<file path="src/rtl/cacheline_arbiter_pkg.sv">
// Shared types and constants for the cacheline arbiter.
// Latency: n/a (declarations only).
// Backpressure: n/a.
package cacheline_arbiter_pkg;

    // Arbiter FSM states.
    typedef enum logic [1:0] {
        ARB_IDLE = 2'd0,
        ARB_BUSY = 2'd1,
        ARB_DONE = 2'd2
    } arb_state_t;

    // Memory operation; write dominates when a client asserts both.
    typedef enum logic {
        OP_READ  = 1'b0,
        OP_WRITE = 1'b1
    } op_t;

    // Arbitration policy selectors.
    localparam int PRIO_FIXED = 0;
    localparam int PRIO_RR    = 1;

    // Resolve a channel's operation from its write strobe (write wins).
    function automatic op_t op_from_write(input logic wr);
        return wr ? OP_WRITE : OP_READ;
    endfunction

endpackage

</file>
<file path="src/rtl/arb_picker.sv">
// Combinational winner selection among requesting channels (fixed or round-robin).
// Latency: 0 cycles, purely combinational.
// Backpressure: none; caller decides when a pick is consumed.
module arb_picker
    import cacheline_arbiter_pkg::*;
#(
    parameter int N_CH      = 2,
    parameter int PRIO_MODE = PRIO_FIXED
) (
    input  logic [N_CH-1:0]          req,
    input  logic [$clog2(N_CH)-1:0]  last_grant,
    output logic                     grant_valid,
    output logic [$clog2(N_CH)-1:0]  grant_idx
);

    localparam int IDX_W = $clog2(N_CH);

    // Pick the first requester in search order; the search order depends on the mode.
    always_comb begin : p_pick
        logic [IDX_W-1:0] cand_idx;
        int               cand;
        grant_valid = 1'b0;
        grant_idx   = '0;
        cand        = 0;
        cand_idx    = '0;
        if (PRIO_MODE == PRIO_RR) begin
            // Start one past the last winner and wrap, so every requester gets a turn.
            for (int k = 1; k <= N_CH; k++) begin
                cand     = (int'(last_grant) + k) % N_CH;
                cand_idx = IDX_W'(cand);
                if (!grant_valid && req[cand_idx]) begin
                    grant_valid = 1'b1;
                    grant_idx   = cand_idx;
                end
            end
        end else begin
            // Scan downwards so the lowest-index requester is the last to overwrite.
            for (int i = N_CH - 1; i >= 0; i--) begin
                cand_idx = IDX_W'(i);
                if (req[cand_idx]) begin
                    grant_valid = 1'b1;
                    grant_idx   = cand_idx;
                end
            end
        end
    end

endmodule

</file>
<file path="src/rtl/cacheline_arbiter.sv">
// Multiplexes N cacheline clients onto one memory port, one transaction at a time.
// Latency: grant at t -> mem op from t+1; mem_resp at m -> ch_resp/ch_rdata at m+1.
// Backpressure: requests are only sampled in IDLE; clients hold until their ch_resp.
module cacheline_arbiter
    import cacheline_arbiter_pkg::*;
#(
    parameter int N_CH      = 2,
    parameter int ADDR_W    = 32,
    parameter int LINE_W    = 256,
    parameter int PRIO_MODE = 0
) (
    input  logic                     clk,
    input  logic                     rst,
    input  logic [N_CH-1:0]          ch_read,
    input  logic [N_CH-1:0]          ch_write,
    input  logic [N_CH*ADDR_W-1:0]   ch_address,
    input  logic [N_CH*LINE_W-1:0]   ch_wdata,
    output logic [LINE_W-1:0]        ch_rdata,
    output logic [N_CH-1:0]          ch_resp,
    output logic                     mem_read,
    output logic                     mem_write,
    output logic [ADDR_W-1:0]        mem_address,
    output logic [LINE_W-1:0]        mem_wdata,
    input  logic [LINE_W-1:0]        mem_rdata,
    input  logic                     mem_resp
);

    localparam int                IDX_W    = $clog2(N_CH);
    localparam logic [IDX_W-1:0]  LAST_RST = IDX_W'(N_CH - 1);

    arb_state_t        state;
    arb_state_t        next_state;
    logic [N_CH-1:0]   req;
    logic              grant_valid;
    logic [IDX_W-1:0]  grant_idx;
    logic [IDX_W-1:0]  last_grant;
    logic [IDX_W-1:0]  lat_idx;
    logic              grant_fire;
    logic              mem_done;
    op_t               win_op;

    logic [ADDR_W-1:0] addr_arr  [N_CH];
    logic [LINE_W-1:0] wdata_arr [N_CH];

    // Unflatten the per-channel operand buses.
    for (genvar g = 0; g < N_CH; g++) begin : g_unpack
        assign addr_arr[g]  = ch_address[g*ADDR_W +: ADDR_W];
        assign wdata_arr[g] = ch_wdata[g*LINE_W +: LINE_W];
    end

    assign req    = ch_read | ch_write;
    assign win_op = op_from_write(ch_write[grant_idx]);

    arb_picker #(
        .N_CH      (N_CH),
        .PRIO_MODE (PRIO_MODE)
    ) u_picker (
        .req         (req),
        .last_grant  (last_grant),
        .grant_valid (grant_valid),
        .grant_idx   (grant_idx)
    );

    // State register.
    always_ff @(posedge clk) begin
        if (rst) begin
            state <= ARB_IDLE;
        end else begin
            state <= next_state;
        end
    end

    // Next-state logic and the two events that steer the datapath.
    always_comb begin
        next_state = state;
        grant_fire = 1'b0;
        mem_done   = 1'b0;
        case (state)
            ARB_IDLE: begin
                if (grant_valid) begin
                    grant_fire = 1'b1;
                    next_state = ARB_BUSY;
                end
            end
            ARB_BUSY: begin
                if (mem_resp) begin
                    mem_done   = 1'b1;
                    next_state = ARB_DONE;
                end
            end
            ARB_DONE: begin
                next_state = ARB_IDLE;
            end
            default: begin
                next_state = ARB_IDLE;
            end
        endcase
    end

    // Registered datapath: latch the winner on grant, the read line on completion.
    always_ff @(posedge clk) begin
        if (rst) begin
            last_grant  <= LAST_RST;
            lat_idx     <= '0;
            mem_read    <= 1'b0;
            mem_write   <= 1'b0;
            mem_address <= '0;
            mem_wdata   <= '0;
            ch_resp     <= '0;
            ch_rdata    <= '0;
        end else begin
            // ch_resp is a single-cycle pulse unless re-armed below.
            ch_resp <= '0;
            if (grant_fire) begin
                lat_idx     <= grant_idx;
                last_grant  <= grant_idx;
                mem_address <= addr_arr[grant_idx];
                mem_wdata   <= wdata_arr[grant_idx];
                mem_read    <= (win_op == OP_READ);
                mem_write   <= (win_op == OP_WRITE);
            end
            if (mem_done) begin
                ch_rdata         <= mem_rdata;
                mem_read         <= 1'b0;
                mem_write        <= 1'b0;
                ch_resp[lat_idx] <= 1'b1;
            end
        end
    end

endmodule

</file>
<file path="config.mk">
export PLATFORM = sky130hd
export DESIGN_NAME = cacheline_arbiter
export DESIGN_NICKNAME = d
export VERILOG_FILES = /design/src/rtl/cacheline_arbiter_pkg.sv /design/src/rtl/arb_picker.sv /design/src/rtl/cacheline_arbiter.sv
export SDC_FILE = /design/constraint.sdc
export NUM_CORES = 1
export LEC_CHECK = 0
export ABC_CLOCK_PERIOD_IN_PS = 1600
export CORE_AREA = 2 2 533 535
export CTS_CLUSTER_SIZE = 16
export DETAILED_ROUTE_END_ITERATION = 7
export DIE_AREA = 0 0 535 537
export SLEW_MARGIN = 20
export SYNTH_ARGS = -nofsm -noshare
export SYNTH_HDL_FRONTEND = slang
export SYNTH_HIERARCHICAL = 1
export SYNTH_SLANG_ARGS = --single-unit
export TNS_END_PERCENT = 5
</file>
<file path="constraint.sdc">
create_clock -name clk -period 1.6 [get_ports clk]
set_input_delay 0.32 -clock clk [delete_from_list [all_inputs] [get_ports clk]]
set_output_delay 0.32 -clock clk [all_outputs]
set_load 0.005 [all_outputs]
</file>
Yosys cells after proc, flatten, opt, wreduce, memory -nomap -nowiden
Index checks and enable logic that the tools add are counted.
Storage, ports and cells
  memory bits (writable): 0
  ROM bits: 0
  input bits: 839
  bits in latches: 0
  memories: 0
  register bits: 551
  word-level logic and storage cells: 45
Cells by class
  reductions and logical operators: 5
  add/sub/neg operators: 0
  div/mod/pow operators: 0
  bitwise gates (word level): 4
  $lt $le $gt $ge: 4
  multiplexer cells: 21
  shifts and indexed selects: 0
  equality and inequality tests: 3
  $mul: 0
Operators with widths (count)
  $mux 256: 3
  $mux 32: 3
  $mux 1: 11
  $lt 1x2->1 const B: 2
  $mux 2: 2
  $ne 2x2->1 const B: 2
  $pmux 2 s2: 1
  $reduce_or 2->1: 2
  $eq 2x1->1 const B: 1
  $ge 2x2->1 const B: 1
  $logic_not 2->1: 1
  $not 1->1: 2
  $not 1->2: 1
  $or 2x2->2: 1
  $reduce_and 2->1: 1
  $demux 1 s1: 1
  $ge 1x1->1 const B: 1
  $logic_and 1x1->1: 1

Depth between registers and ports, before layout
Gate-level depths: netlist (run 1).
  depth in word-level cells: 7
  mapped depth: 8
  depth with buffers taken out: 5

Hierarchy
The synthesis (run 1) kept the hierarchy.
By module, submodules not included
  cacheline_arbiter: sequential area each 11050.6 µm², cells each 1879, times used 1, area an instance 20452.1 µm²
  arb_picker: sequential area each 0.0 µm², cells each 2, times used 1, area an instance 15.0 µm²

Worst setup path before layout (run 1)
Ideal clock, no wire load.
  kind: input -> register
  start: in ch_write[0]
  end: reg mem_write
  stages: 7
  path slack: -167 ps
  arrival time: 1650 ps
  setup time: 116 ps
  data required time: 1484 ps
  cell sequence: or2_2 > or2_1 > nor3b_2 > buf_2 > buf_4 > buf_2 > o211a_1
On the way
  elaborated cells between the ends (all ways): 8
  classes of those cells: 7 x mux; 1 x bitwise
RTL lines
  start: declaration: line cacheline_arbiter.sv:15  | input logic [N_CH-1:0] ch_write,
  $or 2x2->2: line cacheline_arbiter.sv:51  | assign req = ch_read | ch_write;
  $mux 1: line arb_picker.sv:40  | if (req[cand_idx]) begin
  net grant_valid: line cacheline_arbiter.sv:34  | logic grant_valid;
  $mux 1: line cacheline_arbiter.sv:80  | if (grant_valid) begin
  $mux 1: line cacheline_arbiter.sv:78  | case (state)
  end signal: assignment: line cacheline_arbiter.sv:120  | mem_write <= (win_op == OP_WRITE);
  end: declaration: line cacheline_arbiter.sv:21  | output logic mem_write,
The timed path passes the listed nets, and every way through them passes these cells. The select of a mux whose other input is x is not followed.
A chain may end at the register's enable or synchronous reset.

Final worst setup path (run 1)
  start: reg state[1]
  end: reg mem_wdata[126]
On the way
  word-level cells in the longest chain between the ends: 2
Ends and longest elaborated chain
  start: declaration: line cacheline_arbiter.sv:31  | arb_state_t state;
  start signal: assignment: line cacheline_arbiter.sv:69  | state <= next_state;
  $logic_not 2->1: line cacheline_arbiter.sv:78
  $mux 1: line cacheline_arbiter.sv:78
  end signal: assignment: line cacheline_arbiter.sv:118  | mem_wdata <= wdata_arr[grant_idx];
  end: declaration: line cacheline_arbiter.sv:23  | output logic [LINE_W-1:0] mem_wdata,
Every way passes these cells.

==> impl_metrics.ini, run 1 <==
[pwr]
pwr-share-clk = 0.393
power_switching_w = 0.0135
power_frac_comb = 0.253
p_sw_frac = 0.302
ir_worst_vdd_mv = 0.658
seq_power_share = 0.354
power_per_cell_area_nw_per_um2 = 998
p_leak_nw = 17.3
intPower_w = 0.0314

[cts]
clock_latency_ps = 820
h-tree-depth = 3
cts_buffers = 78
clockBufferDepth = 4
clock-root-buffer = clkbuf_16
clkTransAtPathRegs_ps = 60
cts_tree = built
cts.sinks = 551

[critical_path]
crit_type = flip-flop to flip-flop
start_kind = flip-flop
cp_max_fo = 9
arrival_ps = 2380
worstPathRequired_ps = 2240
end_kind = flip-flop

[outcome]
violations = setup timing
status = finished, violations left

[sta]
finClkSkew_ps = 82.0
finalHoldViolCount = 0
tightestPinTransition_ps = 739
period_share = 1.09
maxClockFrequency_mhz = 575
fin_crit_ps = 1740
rsz0062_at_grt = true
slew_headroom = 0.508
hold_ws_ps = 113
slew_violations = 0
setup_viol = 543
layout_setup_ws_ps = -140

[layout]
design_area_um2 = 45000
area_growth_pct = 120
nFillCells = 31300
fin_nets = 4261
fin_cells = 7279
post-route-util = 0.160
drive_gt1_frac = 0.332

[floorplanning]
coreArea_um2 = 281000
dieArea_um2 = 287000
start_util = 0.0727
rows = 195
ios = 1387
die_x_um = 535
die_h_um = 537

[drt]
drtIter0Drc = 979
first_pass_iters = 5
vias = 23000
ant_nets = 0
wl_per_cell_um = 31.9
viasPerCell = 3.16
drc_errors = 0
wirelength_um = 232000

[place]
postPlaceCellArea_um2 = 40500
dp_hpwl_um = 200000
gp_routability_congestion = 0.967
dp.cells = 6982
io_buffers = 1386
dp_slack_ps = -1070

[synthesis]
syn_area_per_cell_um2 = 10.9
syn_inst = 1878
syn_area_um2 = 20400
syn_nets = 2717
ys_warn_count = 6

[global_routing]
antenna_found_initial = 227
grt_pass1_vias = 22200
grt_use_total = 0.150
grt_max_degree = 95
grt_first_pass_wirelength_um = 269000
grt-ovfl-total = 0

[run]
maxCapViolCount = 0

[hold_path]
hold_path.class = primary input to flip-flop
-- through the flow --
stage | TNS, ps | power [W]
6_report | -15740 | 0.0449
5_1_grt | -70500 | 0.0469
4_1_cts | -87870 | 0.0447
3_5_place_dp | -346940 | 0.0267
3_3_place_gp | -339600 | 0.0267
2_1_floorplan | -9820 | 0.0184
-- routing by layer --
layer / up-vias / global-route usage / wire (um)
met3: 420 / 0.125 / 42100
met4: 116 / 0.0583 / 9490
met5: - / 0.00740 / 736
met2: 1450 / 0.214 / 95500
li1: 10200 / - / -
met1: 10900 / 0.158 / 84500
-- power groups by stage --
| stage | clock [W] | combinational (W) | sequential (W) |
|---|---|---|---|
| final | 0.0177 | 0.0114 | 0.0159 |
| after floorplan | 0 | 0.00261 | 0.0158 |
| after global routing | 0.0187 | 0.0122 | 0.0160 |
| after global placement | 0 | 0.0107 | 0.0160 |
| after CTS | 0.0184 | 0.0105 | 0.0158 |
| after detailed placement | 0 | 0.0107 | 0.0160 |
-- timing repair --
action / 4_1_cts / 5_1_grt
setup endpoints to repair: 761 / 1037
resized for setup: 1216 / 660
hold buffers: 19 / 0
pin swaps: 0 / 38
hold endpoints to repair: 21 / 0
gates cloned: 0 / 37
buffers inserted: 16 / 31
-- placed cells by master (no fill, tap or decap), types with 11 or more instances in the layout --
cell,instances
clkbuf_2,67
clkbuf_16,108
dfxtp_2,234
dfxtp_1,298
clkdlybuf4s50_1,833
a22o_1,256
dlygate4sd2_1,74
nor2_1,274
buf_4,205
dlygate4sd3_1,19
diode_2,62
mux2i_1,286
buf_6,152
clkbuf_1,17
buf_2,92
buf_8,20
a211oi_2,45
a211oi_1,241
buf_16,11
dfxtp_4,19
buf_12,131
-- registers in the layout (all words and copies together), names as in the netlist --
register,flops
ch_rdata,256
ch_resp,2
lat_idx,1
mem_address,32
mem_read,1
mem_wdata,256
mem_write,1
state,2
-- final cells by class --
type,instances,area (um2),area share
Clock buffer,104,2140,0.0476
Clock inverter,28,358,0.00796
Multi-Input combinational cell,1141,8860,0.197
Antenna cell,62,155,0.00345
Sequential cell,551,11400,0.253
Tap cell,3743,4680,0.104
Timing Repair Buffer,1650,17400,0.386
-- worst paths after layout --
check	slack, ps	from	cells after the start	to
setup reg to reg	-140	state[1]$_SDFFE_PP0P_	8	mem_wdata[126]$_SDFFE_PP0P_
setup / recovery	-140	state[1]$_SDFFE_PP0P_	8	mem_wdata[126]$_SDFFE_PP0P_
hold / removal	110	mem_rdata[69]	2	ch_rdata[69]$_SDFFE_PP0P_
hold reg to reg	470	ch_rdata[33]$_SDFFE_PP0P_	1	ch_rdata[33]$_SDFFE_PP0P_
-- critical path, stage by stage, from the launching register on --
cell and delay (ps):
dfxtp_2 340, nor3b_4 230, buf_6 180, clkbuf_16 220
buf_12 140, buf_4 120, buf_12 120, nor2_1 50
a211oi_1 230
Power figures use the tool's default switching activity.
==> run 2: changes to the inputs <==
--- a/config.mk
+++ b/config.mk
@@ -10,6 +10,7 @@
 export CTS_CLUSTER_SIZE = 16
 export DETAILED_ROUTE_END_ITERATION = 7
 export DIE_AREA = 0 0 535 537
+export HOLD_SLACK_MARGIN = 0.06
 export SLEW_MARGIN = 20
 export SYNTH_ARGS = -nofsm -noshare
 export SYNTH_HDL_FRONTEND = slang
==> run 2 against run 1 <==
The flow still finishes with violations (setup timing). Sequential share of layout area is 0.74 points lower. Wire length is 1.3% lower. Die area stayed put. Critical path depth stayed put. Global-route usage is 0.092 points higher. Count of clock-buffer cells in the layout stayed put. Non-clock buffer count is 143 higher. Combinational power hardly changed. Flip-flop and latch count stayed put. Register-to-register slack better by 30 ps. Final cell count is 2.2% higher. Setup slack better by 14 ps. Critical path type is now primary input to flip-flop.
==> impl_metrics.ini, run 2 (synthesis gave the netlist of run 1 again) <==
[floorplanning]
rows = 195
die_h_um = 537
die_x_um = 535
dieArea_um2 = 287000
ios = 1387
start_util = 0.0727
coreArea_um2 = 281000

[pwr]
ir_worst_vdd_mv = 0.657
power_per_cell_area_nw_per_um2 = 976
intPower_w = 0.0312
pwr-share-clk = 0.395
p_sw_frac = 0.302
p_leak_nw = 17.6
seq_power_share = 0.354
power_frac_comb = 0.251
power_switching_w = 0.0135

[global_routing]
grt_first_pass_wirelength_um = 273000
grt_max_degree = 95
antenna_found_initial = 220
met1_usage = 0.164
met3_usage = 0.117
grt_pass1_vias = 23200
grt_use_total = 0.150
top_usage_layer = met2
grt_util_met2 = 0.218
grt-ovfl-total = 0

[layout]
layout_common_cells = clkdlybuf4s50_1 (834), dfxtp_1 (382), nor2_1 (288)
area_growth_pct = 124
reg_top3 = ch_rdata x256, mem_wdata x256, mem_address x32
fin_nets = 4404
drive_gt1_frac = 0.267
final_common_cell = clkdlybuf4s50_1
nFillCells = 31200
post-route-util = 0.163

[drt]
ant_nets = 0
wl_per_cell_um = 30.8
viasPerCell = 3.17
first_pass_iters = 5
wirelength_um = 229000
vias = 23500
drtIter0Drc = 1045
drc_errors = 0

[critical_path]
reg2reg_depth = 7
crit_chain = clkdlybuf4s50_1 -> or2_4 -> and2b_4 -> buf_12 -> buf_16 -> buf_12 -> mux2i_1 -> a211oi_2
cp_max_fo = 18
crit_type = primary input to flip-flop
crit_path_frequent_cell = buf_12
slowest_stage = clkdlybuf4s50_1
start_kind = primary input
arrival_ps = 2320
slowest_delay_ps = 410
end_kind = flip-flop
worstPathRequired_ps = 2190

[sta]
rsz0062_at_grt = true
maxClockFrequency_mhz = 579
tightestPinTransition_ps = 697
fin_crit_ps = 1730
finClkSkew_ps = 73.8
layout_setup_ws_ps = -126
setup_viol = 508
finalHoldViolCount = 0
period_share = 1.08
slew_headroom = 0.535
slew_violations = 0

[place]
dp_slack_ps = -1070
dp_hpwl_um = 200000
io_buffers = 1386
gp_routability_congestion = 0.967

[hold_path]
min_delay_path_depth = 5
hold_path.class = primary input to flip-flop

[cts]
h-tree-depth = 3
clkTransAtPathRegs_ps = 60
cts_buffers = 78
cts.sinks = 551
clockBufferDepth = 4
clock_latency_ps = 810
clock-root-buffer = clkbuf_16
cts_tree = built

[outcome]
status = finished, violations left
violations = setup timing

[run]
maxCapViolCount = 0
## run 2: changes by cell type in the layout (fill, tap and decap cells not counted), moves of 13 or more
| cell | delta |
|---|---|
| dfxtp_1 | +84 |
| dfxtp_2 | -73 |
| clkdlybuf4s15_1 | +31 |
| clkbuf_2 | -23 |
| diode_2 | +14 |
| nor2_1 | +14 |
| dlygate4sd2_1 | +13 |
| buf_6 | -40 |
| clkbuf_16 | -17 |
| buf_8 | -13 |
| dlygate4sd3_1 | +183 |
## run 2: what timing repair did
action,CTS,global route
buffers inserted,16,14
gates cloned,0,14
hold buffers,201,1
pin swaps,0,18
endpoints found under the hold margin,199,1
setup endpoints to repair,761,1041
resized for setup,1216,360
## run 2: area by class of cell
| class | count | area, um2 | area share |
|---|---|---|---|
| antenna | 76 | 190 | 0.00415 |
| clock buffer | 104 | 2140 | 0.0467 |
| clock inverter | 28 | 358 | 0.00781 |
| multi-input combinational | 1141 | 8750 | 0.191 |
| sequential | 551 | 11300 | 0.246 |
| tap | 3743 | 4680 | 0.102 |
| timing repair buffer | 1793 | 18400 | 0.402 |
## run 2: path summary, 6_finish.rpt
path | end | startpoint | slack, ps
hold / removal | state[0]$_SDFFE_PP0P_ | ch_read[1] | 140
setup / recovery | mem_address[26]$_SDFFE_PP0P_ | ch_read[0] | -130
setup reg to reg | mem_address[21]$_SDFFE_PP0P_ | state[0]$_SDFFE_PP0P_ | -110
hold reg to reg | ch_rdata[172]$_SDFFE_PP0P_ | ch_rdata[172]$_SDFFE_PP0P_ | 470
## run 2: layer usage
| metal | vias up | share of wire | wire length, um |
|---|---|---|---|
| met3 | 413 | 0.18 | 40500 |
| met1 | 11100 | 0.37 | 85200 |
| li1 | 10500 | - | - |
| met5 | - | 0.0030 | 684 |
| met2 | 1453 | 0.41 | 94100 |
| met4 | 102 | 0.038 | 8790 |
## run 2: per-stage QoR
stage               TNS [ps]  instances  hold slack [ps]  total power [W]  area (um2)
floorplan              -9820       1878              416           0.0184       20600
global placement     -339600       6982              460           0.0267       40500
detailed placement   -346940       6982              463           0.0267       40500
CTS                   -87870       7331             60.4           0.0452       44900
global route          -80490       7406             91.9           0.0467       45700
finish                -21200       7436              137           0.0447       45800
## run 2: critical path, delay by kind of cell
family	cells	cell delay (ps)
AO/OA/AOI/OAI	1	90
buffers and inverters	4	1000
AND/OR/NAND/NOR	2	530
multiplexers	1	240
## run 2: power by group through the flow
stage / Sequential [W] / Clock [W] / Combinational [W]
after floorplan: 0.0158 / 0 / 0.00261
after global placement: 0.0160 / 0 / 0.0107
after detailed placement: 0.0160 / 0 / 0.0107
after CTS: 0.0158 / 0.0184 / 0.0110
after global routing: 0.0160 / 0.0187 / 0.0121
final: 0.0158 / 0.0177 / 0.0112
